[config.mk]
export PLATFORM = sky130hd
export DESIGN_NAME = usb_link_controller
export DESIGN_NICKNAME = d
export VERILOG_FILES = /design/src/rtl/usb_link_controller.sv
export SDC_FILE = /design/constraint.sdc
export NUM_CORES = 1
export LEC_CHECK = 0
export ABC_AREA = 1
export CAP_MARGIN = 20
export CELL_PAD_IN_SITES_DETAIL_PLACEMENT = 1
export CELL_PAD_IN_SITES_GLOBAL_PLACEMENT = 1
export CORE_MARGIN = 2
export CORE_UTILIZATION = 40
export DETAILED_ROUTE_END_ITERATION = 8
export HOLD_SLACK_MARGIN = 0.1
export PLACE_DENSITY = 0.89
export SYNTH_ARGS = -nofsm -noshare
export SYNTH_HDL_FRONTEND = slang
export SYNTH_SLANG_ARGS = --single-unit
[constraint.sdc]
create_clock -name Clk -period 1.7 [get_ports Clk]
set_input_delay 0.51 -clock Clk [delete_from_list [all_inputs] [get_ports Clk]]
set_output_delay 0.51 -clock Clk [all_outputs]
set_load 0.03 [all_outputs]
[src/rtl/usb_link_controller.sv]
// USB link-layer controller: sequences bus direction, turnaround, response wait
// and receive-error tracking around a transmitter/receiver pair.
module usb_link_controller #(
  parameter int TURN_CYC = 2,
  parameter int RESP_TO  = 16,
  parameter int MAX_ERR  = 3
) (
  input  logic       Clk,
  input  logic       Reset,
  input  logic       Tx_Req,
  input  logic       Tx_Done,
  input  logic       Rx_Sync,
  input  logic       Rx_EOP,
  input  logic       Rx_Error,
  output logic       Dir,
  output logic       Tx_Ready,
  output logic       Tx_Start,
  output logic       Rx_Arm,
  output logic       Timeout,
  output logic       Link_Fault,
  output logic [3:0] Err_Count
);

  typedef enum logic [2:0] {
    S_IDLE,
    S_TX_TURN,
    S_TX_BUSY,
    S_RX_TURN,
    S_RESP_WAIT,
    S_RX_DATA,
    S_ERR_HOLD
  } state_t;

  localparam logic [7:0] TURN_LOAD = 8'(TURN_CYC - 1);
  localparam logic [7:0] RESP_LOAD = 8'(RESP_TO - 1);
  localparam logic [3:0] MAX_ERR_L = 4'(MAX_ERR);

  state_t     r_state, w_next;
  logic [7:0] r_cnt, w_cnt;
  logic [3:0] r_consec, w_consec;
  logic [3:0] r_err_cnt, w_err_cnt;
  logic       r_fault, w_fault;
  logic       w_tx_start, w_rx_arm, w_timeout, w_dir, w_tx_ready;

  always_ff @(posedge Clk or negedge Reset) begin
    if (!Reset) begin
      r_state   <= S_IDLE;
      r_cnt     <= 8'd0;
      r_consec  <= 4'd0;
      r_err_cnt <= 4'd0;
      r_fault   <= 1'b0;
      Dir       <= 1'b0;
      Tx_Ready  <= 1'b0;
      Tx_Start  <= 1'b0;
      Rx_Arm    <= 1'b0;
      Timeout   <= 1'b0;
    end else begin
      r_state   <= w_next;
      r_cnt     <= w_cnt;
      r_consec  <= w_consec;
      r_err_cnt <= w_err_cnt;
      r_fault   <= w_fault;
      Dir       <= w_dir;
      Tx_Ready  <= w_tx_ready;
      Tx_Start  <= w_tx_start;
      Rx_Arm    <= w_rx_arm;
      Timeout   <= w_timeout;
    end
  end

  // Pulses and bus-direction levels are computed against the next state so the
  // registered outputs line up with the state they belong to.
  always_comb begin
    w_next     = r_state;
    w_cnt      = r_cnt;
    w_consec   = r_consec;
    w_err_cnt  = r_err_cnt;
    w_fault    = r_fault;
    w_tx_start = 1'b0;
    w_rx_arm   = 1'b0;
    w_timeout  = 1'b0;
    case (r_state)
      S_IDLE: begin
        if (Rx_Sync) begin
          w_next = S_RX_DATA;
        end else if (Tx_Req && !r_fault) begin
          w_next = S_TX_TURN;
          w_cnt  = TURN_LOAD;
        end
      end
      S_TX_TURN: begin
        if (r_cnt == 8'd0) begin
          w_next     = S_TX_BUSY;
          w_tx_start = 1'b1;
        end else begin
          w_cnt = r_cnt - 8'd1;
        end
      end
      S_TX_BUSY: begin
        if (Tx_Done) begin
          w_next = S_RX_TURN;
          w_cnt  = TURN_LOAD;
        end
      end
      S_RX_TURN: begin
        if (r_cnt == 8'd0) begin
          w_next   = S_RESP_WAIT;
          w_cnt    = RESP_LOAD;
          w_rx_arm = 1'b1;
        end else begin
          w_cnt = r_cnt - 8'd1;
        end
      end
      S_RESP_WAIT: begin
        if (Rx_Sync) begin
          w_next = S_RX_DATA;
        end else if (r_cnt == 8'd0) begin
          w_next    = S_IDLE;
          w_timeout = 1'b1;
        end else begin
          w_cnt = r_cnt - 8'd1;
        end
      end
      S_RX_DATA: begin
        if (Rx_Error) begin
          w_next = S_ERR_HOLD;
        end else if (Rx_EOP) begin
          w_next   = S_IDLE;
          w_rx_arm = 1'b1;
          w_consec = 4'd0;
        end
      end
      S_ERR_HOLD: begin
        w_next   = S_IDLE;
        w_rx_arm = 1'b1;
        if (r_err_cnt != 4'd15) w_err_cnt = r_err_cnt + 4'd1;
        if (r_consec < MAX_ERR_L) w_consec = r_consec + 4'd1;
        if (w_consec == MAX_ERR_L) w_fault = 1'b1;
      end
      default: w_next = S_IDLE;
    endcase
  end

  always_comb begin
    w_dir      = 1'b0;
    w_tx_ready = 1'b0;
    case (w_next)
      S_TX_TURN, S_TX_BUSY:  begin w_dir = 1'b1; w_tx_ready = 1'b1; end
      S_RX_TURN, S_ERR_HOLD: w_tx_ready = 1'b1;
      default:               ;
    endcase
  end

  assign Link_Fault = r_fault;
  assign Err_Count  = r_err_cnt;

endmodule

=== Yosys cells after proc, flatten, opt, wreduce, memory -nomap -nowiden ===
Cells that the tools add are included.

* Bits in registers: 25
* Input port bits: 7
* Output and inout port bits: 10

* $add $sub $neg: 3
* $lt $le $gt $ge: 1
* Eq/ne operators: 18
* Multiplexer cells: 31
* Reductions and logical operators: 12

{| class="wikitable"
|+ Operators with widths
! cell !! count
|-
| 8-bit 2-to-1 mux || 6
|-
| 8-bit case mux with 5 select lines || 1
|-
| 3-bit 2-to-1 mux || 9
|-
| 3-bit case mux with 6 select lines || 1
|-
| 4-bit 2-to-1 mux || 4
|-
| 3-bit by 2-bit == test with 1-bit output, second input constant || 4
|-
| 3-bit == test, second input constant || 4
|-
| 2-bit != test, second input constant || 6
|-
| 4-bit by 1-bit adder with 4-bit output, second input constant || 2
|-
| 8-bit zero test || 1
|-
| 1-bit 2-to-1 mux || 8
|-
| 4-bit case mux with 2 select lines || 1
|-
| 8-bit by 1-bit subtractor with 8-bit output, second input constant || 1
|-
| 3-bit by 1-bit == test with 1-bit output, second input constant || 2
|-
| 5-bit AND reduction || 1
|-
| 5-bit nonzero test || 1
|-
| 4-bit by 2-bit == test with 1-bit output, second input constant || 1
|-
| 4-bit by 2-bit less-than comparator with 1-bit output, second input constant || 1
|-
| 4-bit != test, second input constant || 1
|-
| 2-bit AND reduction || 2
|-
| 4-bit OR reduction || 1
|-
| 3-bit zero test || 1
|-
| 1-bit case mux with 3 select lines || 1
|-
| 3-bit AND reduction || 1
|-
| 4 further kinds || 4
|}

=== Logic depth before layout (Yosys ltp) ===
Gate-level depths: netlist of run 1.

* Depth after elaboration: 8
* Gate-level depth with buffers: 11
* Gate-level depth less buffers: 11

=== Worst setup path after synthesis of run 1 ===
OpenSTA, ideal clock, no wires.

* Kind: reg-to-reg
* From: register r_err_cnt[0] (netlist: Err_Count[0])
* To: register r_err_cnt[1] (netlist: Err_Count[1])
* Arrival: 1.405 ns
* Setup slack: 0.170 ns
* Stages on the path, launching flop included: 6
* Path buffers: 0
* Period minus slack after synthesis: 1.530 ns
* Cells stage by stage: dfrtp_1 ha_1 nand2_1 inv_1 a21oi_2 mux2_2

* Cells in the longest elaborated chain, start to end: 2
* Elaborated cells between the ends (all ways): 3
* Classes of those cells: add/sub (1); eq/ne (1); reduce/logical (1)

{| class="wikitable"
|+ Ends and longest elaborated chain
! element !! line !! RTL
|-
| from (decl) || 41 || <nowiki>logic [3:0] r_err_cnt, w_err_cnt;</nowiki>
|-
| from (signal assigned) || 61 || <nowiki>r_err_cnt <= w_err_cnt;</nowiki>
|-
| branches (longest 2 deep; another with 4-bit by 1-bit adder with 4-bit output) || n/a ||
|}

Several ways; the timed one is not identified.
A chain may end at the register's enable or synchronous reset.

=== Worst setup path in the final report of run 1 ===
* From: register r_state[0]
* To: register r_cnt[7]

* Cells in the longest elaborated chain, start to end: 3
* Elaborated cells between the ends (all ways): 12
* Classes of those cells: eq/ne (8); mux (1); reduce/logical (3)

{| class="wikitable"
|+ Ends and longest elaborated chain
! element !! line !! RTL
|-
| from (decl) || 38 || <nowiki>state_t r_state, w_next;</nowiki>
|-
| from (signal assigned) || 58 || <nowiki>r_state <= w_next;</nowiki>
|-
| 3-bit == test (tied with other cells) || 82 || <nowiki>case (r_state)</nowiki>
|-
| 5-bit nonzero test (no source line) or 2-bit != test (tied branches) || n/a ||
|-
| 5-bit AND reduction (no source line) || n/a ||
|-
| to (signal assigned) || 59 || <nowiki>r_cnt <= w_cnt;</nowiki>
|-
| to (decl) || 39 || <nowiki>logic [7:0] r_cnt, w_cnt;</nowiki>
|}

Several ways; a longest one is shown, not always the timed one.

==> summary.txt, run 1 <==
Timing
  – Hold_ws: 0.5023 ns
  – Slew @ Worst Pin: 0.3421 ns
  – Final setup violation count: 0
  – Max Freq: 628.7 MHz
  – Final period util: 0.9356
  – Setup ws final: 0.1094 ns
  – Worst slew margin: 0.7719
  – Clock Skew: ~0.0047 ns
  – Tmin final: 1.591 ns
  – Max Slew Vio Count: 0
  – Final hold vios: 0

Final layout
  – Final Instance Count excl. Fillers: about 300
  – Fin nets: 264
  – Filler Cells Inserted: 485
  – Reg area: around 630 um^2
  – Final Core Density: 0.5293
  – ANT cells: 0
  – Share of cells above drive strength 1: 0.1621
  – Area delta synth->final: 26.06%
  – Footprint of the multi-input gates: 828.3 um^2
  – Finished Cell Area: 1967 um^2

Detailed routing
  – Avg WL per Cell: 13.46 um
  – Routed Antenna Nets: 0
  – Initial DRC count: 65
  – Final WL: approximately 4000 um
  – DRC viols: 0
  – DR vias/cell: 5.013
  – Drt pass-1 iters: 4
  – Detailed-route via count: 1509

Global routing
  – Vias in the first global route: 1507
  – Aggregate global-route resource usage: 0.1968
  – Largest net degree at the start of global routing: 26
  – First-pass GRT wire length: 6651 um
  – Initial antenna violation count: 0
  – Remaining Overflow, GRT: 0

Floorplanning
  – Die Y: approximately 66 um
  – Ports: 17
  – Die footprint: 4416 um^2
  – Initial core utilization: 0.4199
  – Core area: 3716 um^2
  – Die width: 66.46 um
  – Rows: 22

Power and ir drop
  – Lkg Pwr: 1.114 nW
  – P per Cell Area: 1916 nW/um^2
  – VDD IR max: 0.0008882 V

Run status
  – Status: finished clean

Critical path
  – Critical Path AT: 1.80 ns
  – R2r setup slk: 0.11 ns
  – Reg-to-reg startpoint: r_state[0]
  – Critical path class: flip-flop to flip-flop
  – FF-to-FF path depth: 10
  – Reg-to-reg endpoint: r_cnt[7]
  – Worst path required time: 1.91 ns
  – Worst Setup SP: r_state[0]
  – Setup crit end kind: flip-flop
  – CP Launch Type: flip-flop
  – Worst-path fanout max: 11

Worst hold path
  – Hold Path Origin: r_cnt[1]
  – Worst hold path class: flip-flop to flip-flop
  – Worst Hold End: r_cnt[1]
  – Worst hold path depth: 2

Clock tree
  – CTS Buf Count: 3
  – CTS tree: done
  – Worst-path clk slew: 0.09 ns
  – Clock H-tree levels: 1
  – Longest Clk Path Bufs: 2
  – Clk sinks: 25
  – Setup bufs post-CTS: 0
  – Clock Latency Late Sink: 0.27 ns
  – CTS Root Cell: clkbuf_8
  – CTS Hold Bufs: 0

Synthesis
  – Distinct cell type count of the synthesized netlist: 26
  – Avg Inst Size Synth: roughly 7.0 um^2
  – Register bit total from synthesis: 25
  – Mapped Nets: 233
  – Netlist area before placement: 1560 um^2
  – Register area share after synthesis: 0.4010
  – Yosys synthesis warning count: 0
  – Mapped Cells: 223

Placement
  – HPWL Detailed: a little over 3000 um
  – Placer Congestion: about 0.8
  – DP Area: 1861 um^2
  – Worst slack, placed: -0.2377 ns
  – Port-buffer cells: 16
  – Placed instance count: around 300

Job
  – Max capacitance violation total: 0
stage by stage:
stage	power, W	setup TNS, ns
floorplan	0.002563	0
global placement	0.003194	-1.676
detailed placement	0.003308	-2.149
CTS	0.003636	0
global route	0.004116	-0.02282
finish	0.003769	0
worst max-delay path, stage by stage, from the launching register on:
cell and delay, ns:
dfrtp_1 0.48, inv_4 0.15, nand2_1 0.09, nor2_1 0.19, nand2_1 0.08, nand2_1 0.09
nor3_2 0.04, nand2_1 0.14, buf_12 0.15, nand2_1 0.05, nand2_1 0.07
routing by layer:
| layer | track usage | vias to the layer above | part of all wire |
|---|---|---|---|
| li1 | - | 752 | - |
| met1 | 0.2392 | 732 | 0.45 |
| met2 | 0.3700 | 18 | 0.52 |
| met3 | 0.02534 | 7 | 0.015 |
| met4 | 0.03827 | 0 | 0.013 |
| met5 | 0 | - | 0 |
sequential cells by signal, indices dropped and copies added (netlist names):
signal and count:
Tx_Ready 1, Err_Count 4, Rx_Arm 1, Link_Fault 1, r_state 3, r_consec 4, r_cnt 8, Timeout 1
Dir 1, Tx_Start 1
worst max-delay path by stage:
stage	depth (start not counted)	slack, ns	to
final	10	0.11	r_cnt[7]
after global placement	10	-0.20	Dir
after CTS	10	0.04	Dir
after detailed placement	10	-0.24	Dir
after global routing	10	-0.02	r_cnt[7]
after floorplan	5	0.17	Err_Count[1]
cell usage in the layout (no fill, tap or decap), types with 5 or more instances in the layout:
master            n
o21ai_0           8
clkdlybuf4s50_1   5
dlygate4sd2_1    10
nand2_1          66
buf_4            11
inv_1            36
dfrtp_1          24
nor2_1           23
nand4_1           5
nand3_1          21
power breakdown:
| part | switching (W) | internal (W) | leakage, nW | total [W] |
|---|---|---|---|---|
| Sequential | 0.000200 | 0.000823 | 0.321 | 0.00102 |
| Combinational | 0.00151 | 0.000881 | 0.767 | 0.00239 |
| Clock | 0.000193 | 0.000164 | 0.0255 | 0.000357 |
| Total | 0.00190 | 0.00187 | 1.11 | 0.00377 |
cell type report:
type,count,area share
clock buffers,3,0.02099
repair buffers,28,0.1285
inverters,40,0.07761
clock inverters,1,0.002545
flip-flops and latches,25,0.3187
multi-input cells,156,0.4211
well taps,48,0.03053
synth_stat cells (all sizes together):
cell,count,area (um^2)
buf,2,22.52
nor2,28,107.6
nand4,5,31.28
o21bai,1,7.510
xnor2,1,8.760
o21ai,12,71.32
nor3,3,31.28
nand2,70,270.3
o22ai,1,6.260
mux2,1,11.26
dfrtp,25,625.6
a22oi,1,7.510
xor2,4,35.03
inv,40,150.1
nand3,23,115.1
a21oi,2,13.76
nand3b,1,7.510
ha,3,37.54
logic make-up after synthesis:
| logic type | count (synthesis) | synth area share |
|---|---|---|
| AO/OA/AOI/OAI | 17 | 0.06817 |
| multiplexers | 1 | 0.007217 |
| AND/OR/NAND/NOR | 130 | 0.3609 |
| adder cells (fa/ha/maj) | 3 | 0.02406 |
| XOR/XNOR | 5 | 0.02807 |
| buffers and inverters | 42 | 0.1107 |
| flip-flops | 25 | 0.4010 |
timing repair:
action	in CTS	in global routing
setup endpoints to repair	12	10
gates resized for setup	13	16
pin swaps	0	4
(Power assumes the default switching activity.)
==> inputs of run 2 (changes only) <==
--- a/config.mk
+++ b/config.mk
@@ -11,9 +11,10 @@
 export CELL_PAD_IN_SITES_GLOBAL_PLACEMENT = 1
 export CORE_MARGIN = 2
 export CORE_UTILIZATION = 40
+export CTS_CLUSTER_SIZE = 28
 export DETAILED_ROUTE_END_ITERATION = 8
 export HOLD_SLACK_MARGIN = 0.1
-export PLACE_DENSITY = 0.89
+export PLACE_DENSITY = 0.77
 export SYNTH_ARGS = -nofsm -noshare
 export SYNTH_HDL_FRONTEND = slang
 export SYNTH_SLANG_ARGS = --single-unit
==> constraint.sdc (replaced) <==
create_clock -name Clk -period 1.5 [get_ports Clk]
set_input_delay 0.45 -clock Clk [delete_from_list [all_inputs] [get_ports Clk]]
set_output_delay 0.45 -clock Clk [all_outputs]
set_load 0.03 [all_outputs]
==> run 2 against run 1 <==
The run now ends with setup timing left. Via count increased by 19%. Register-to-register slack worse by 0.19 ns. Flip-flop and latch count is the same. Hold slack better by 0.031 ns. Cell count rose by 14%. Clock power rose by 18%. Die area unchanged.
==> summary.txt, run 2 (synthesis results as in run 1) <==
Run status
  – Status: finished with violations (was finished clean)
  – Failing checks: setup timing

Power and ir drop
  – Sequential share of power: 0.211 (was 0.272)
  – Switch Pwr: 0.002746 W (was 0.001900 W)
  – Lkg Pwr: 1.331 nW (was 1.114 nW)
  – Clk network pwr share: 0.075 (was 0.095)
  – VDD IR max: 0.001210 V (was 0.0008882 V)
  – Cell-internal power: 0.002869 W (was 0.001869 W)
  – P per Cell Area: 2373 nW/um^2 (was 1916 nW/um^2)
  – Total design power: 0.005615 W (was 0.003769 W)
  – Sw Share: 0.4891 (was 0.5042)
  – Comb pwr share: 0.714 (was 0.634)

Final layout
  – Largest register by flop count: r_cnt (unchanged)
  – ANT cells: 0 (unchanged)
  – Area delta synth->final: 51.64% (was 26.06%)
  – Filler Cells Inserted: 472 (was 485)
  – Commonest non-fill, non-tap cell in the layout: nand2_1 (unchanged)
  – Final Core Density: 0.6367 (was 0.5293)
  – Max reg flops: 8 (unchanged)
  – Most frequent cells in the layout: nand2_1 (57), buf_4 (51), inv_1 (32) (was nand2_1 (66), inv_1 (36), dfrtp_1 (24))
  – Final Instance Count excl. Fillers: 342 (was 301)
  – Share of cells above drive strength 1: 0.3639 (was 0.1621)
  – Fin nets: 305 (was 264)

Floorplanning
  – Core area: 3716 um^2 (unchanged)
  – Die Y: 66.46 um (unchanged)
  – Die width: 66.46 um (unchanged)
  – Die footprint: 4416 um^2 (unchanged)
  – Ports: 17 (unchanged)
  – Rows: 22 (unchanged)
  – Initial core utilization: 0.4199 (unchanged)

Detailed routing
  – Drt pass-1 iters: 4 (unchanged)
  – Routed Antenna Nets: 0 (unchanged)
  – Avg WL per Cell: 18.15 um (was 13.46 um)
  – DRC viols: 0 (unchanged)
  – Final WL: 6207 um (was 4052 um)
  – Detailed-route via count: 1791 (was 1509)
  – DR vias/cell: 5.237 (was 5.013)
  – Initial DRC count: 79 (was 65)

Critical path
  – CP Launch Type: flip-flop (unchanged)
  – CP Buf/Inv Count: 2 (unchanged)
  – Worst path required time: 1.72 ns (was 1.91 ns)
  – R2r setup slk: -0.08 ns (was 0.11 ns)
  – Crit path cell chain: buf_4 > nor2_1 > nand2_1 > nand2_1 > nor3_2 > nand2_4 > clkbuf_16 > nand2_1 > nand2_1 (was inv_4 > nand2_1 > nor2_1 > nand2_1 > nand2_1 > nor3_2 > nand2_1 > buf_12 > nand2_1 > nand2_1)
  – Slowest stage cell, crit path: dfrtp_2 (was dfrtp_1)
  – Worst-path fanout max: 5 (was 11)
  – FF-to-FF path depth: 9 (was 10)
  – Reg-to-reg startpoint: r_state[0] (unchanged)
  – Family with the most delay on the worst path: simple AND/OR/NAND/NOR gates (unchanged)
  – Crit path top cell by count: nand2_1 (unchanged)
  – CP max stage delay: 0.48 ns (about the same)
  – Reg-to-reg endpoint: r_cnt[4] (was r_cnt[7])
  – Critical path class: flip-flop to flip-flop (unchanged)
  – Setup crit end kind: flip-flop (unchanged)
  – Critical Path AT: 1.80 ns (about the same)
  – Levels on crit path: 9 (was 10)

Clock tree
  – Clock Latency Late Sink: 0.28 ns (was 0.27 ns)
  – CTS Hold Bufs: 0 (unchanged)
  – CTS tree: done (unchanged)
  – CTS Root Cell: clkbuf_8 (unchanged)
  – Clk sinks: 25 (unchanged)
  – Worst-path clk slew: 0.09 ns (about the same)
  – Longest Clk Path Bufs: 2 (unchanged)
  – Clock H-tree levels: 1 (unchanged)
  – CTS Buf Count: 3 (unchanged)

Timing
  – Max Slew Vio Count: 0 (unchanged)
  – Max Freq: 633.6 MHz (was 628.7 MHz)
  – Final setup violation count: 11 (was 0)
  – Final hold vios: 0 (unchanged)
  – Setup TNS: -0.5084 ns (was 0 ns)
  – Worst slew margin: 0.7908 (was 0.7719)
  – Clock Skew: 0.004165 ns (was 0.004678 ns)
  – Slew @ Worst Pin: 0.3150 ns (was 0.3421 ns)
  – Tmin final: 1.578 ns (was 1.591 ns)
  – Setup ws final: -0.07817 ns (was 0.1094 ns)
  – RSZ-0062 raised after global routing: true
  – Final period util: 1.052 (was 0.9356)

Placement
  – Placer Congestion: 0.8287 (was 0.8043)
  – HPWL Detailed: 3414 um (was 3099 um)
  – Port-buffer cells: 16 (unchanged)
  – Placed instance count: 323 (was 297)

Worst hold path
  – Worst hold path class: flip-flop to flip-flop (unchanged)
  – Worst hold path depth: 2 (unchanged)
  – Hold Path Origin: Link_Fault (was r_cnt[1])
  – Worst Hold End: Link_Fault (was r_cnt[1])

Global routing
  – Aggregate global-route resource usage: 0.2288 (was 0.1968)
  – Largest net degree at the start of global routing: 26 (unchanged)
  – Vias in the first global route: 1735 (was 1507)
  – First-pass GRT wire length: 7638 um (was 6651 um)
  – Initial antenna violation count: 0 (unchanged)
  – Remaining Overflow, GRT: 0 (unchanged)

Job
  – Max capacitance violation total: 0 (unchanged)
-- run 2: through the flow --
stage / hold WS (ns) / setup WS, ns / area [um^2]
after floorplan: 0.1544 / 0.001508 / 1562
after global placement: 0.4650 / -0.3557 / 2062
after detailed placement: 0.4735 / -0.3949 / 2062
after CTS: 0.5146 / 0.009506 / 2177
after global routing: 0.5683 / -0.1737 / 2366
final: 0.5331 / -0.07817 / 2366
-- run 2: worst max-delay path by stage --
stage | from | to
after global routing | r_cnt[1] | Dir
final | r_state[0] | r_cnt[4]
after global placement | Rx_Sync | Dir
after CTS | Err_Count[0] | Err_Count[1]
after detailed placement | Rx_Sync | Dir
after floorplan | Err_Count[1] | Err_Count[1]
-- run 2: worst register-to-register path, cell delays in order, from the launching register on --
cell and delay (ns):
dfrtp_2 0.48, buf_4 0.17, nor2_1 0.20, nand2_1 0.10, nand2_1 0.10, nor3_2 0.06
nand2_4 0.13, clkbuf_16 0.17, nand2_1 0.05, nand2_1 0.07
-- run 2: routing by layer --
metal	vias to the layer above	global-route usage	share of wire
li1	834	-	-
met1	884	0.2742	0.40
met2	58	0.4338	0.52
met3	15	0.02365	0.054
met4	0	0.05357	0.024
met5	-	0	0
-- run 2: what timing repair did --
action	4_1_cts	5_1_grt
gates resized for setup	24	39
setup buffers	5	9
endpoints found under the hold margin	0	0
setup endpoints to repair	20	17
pin swaps	6	4
gates cloned	0	1
-- run 2: area by class of cell --
cell class	instances	area, um^2	area share
multi-input cells	156	877.1	0.3707
flip-flops and latches	25	630.6	0.2665
repair buffers	69	595.6	0.2517
clock buffers	4	45.04	0.01904
inverters	40	157.7	0.06663
well taps	48	60.06	0.02538
-- run 2: power groups by stage --
stage	Sequential [W]	Clock [W]	Combinational [W]
2_1_floorplan	0.00130	0	0.00161
3_3_place_gp	0.00114	0	0.00290
3_5_place_dp	0.00116	0	0.00302
4_1_cts	0.00115	0.000425	0.00320
5_1_grt	0.00121	0.000451	0.00434
6_report	0.00119	0.000421	0.00401
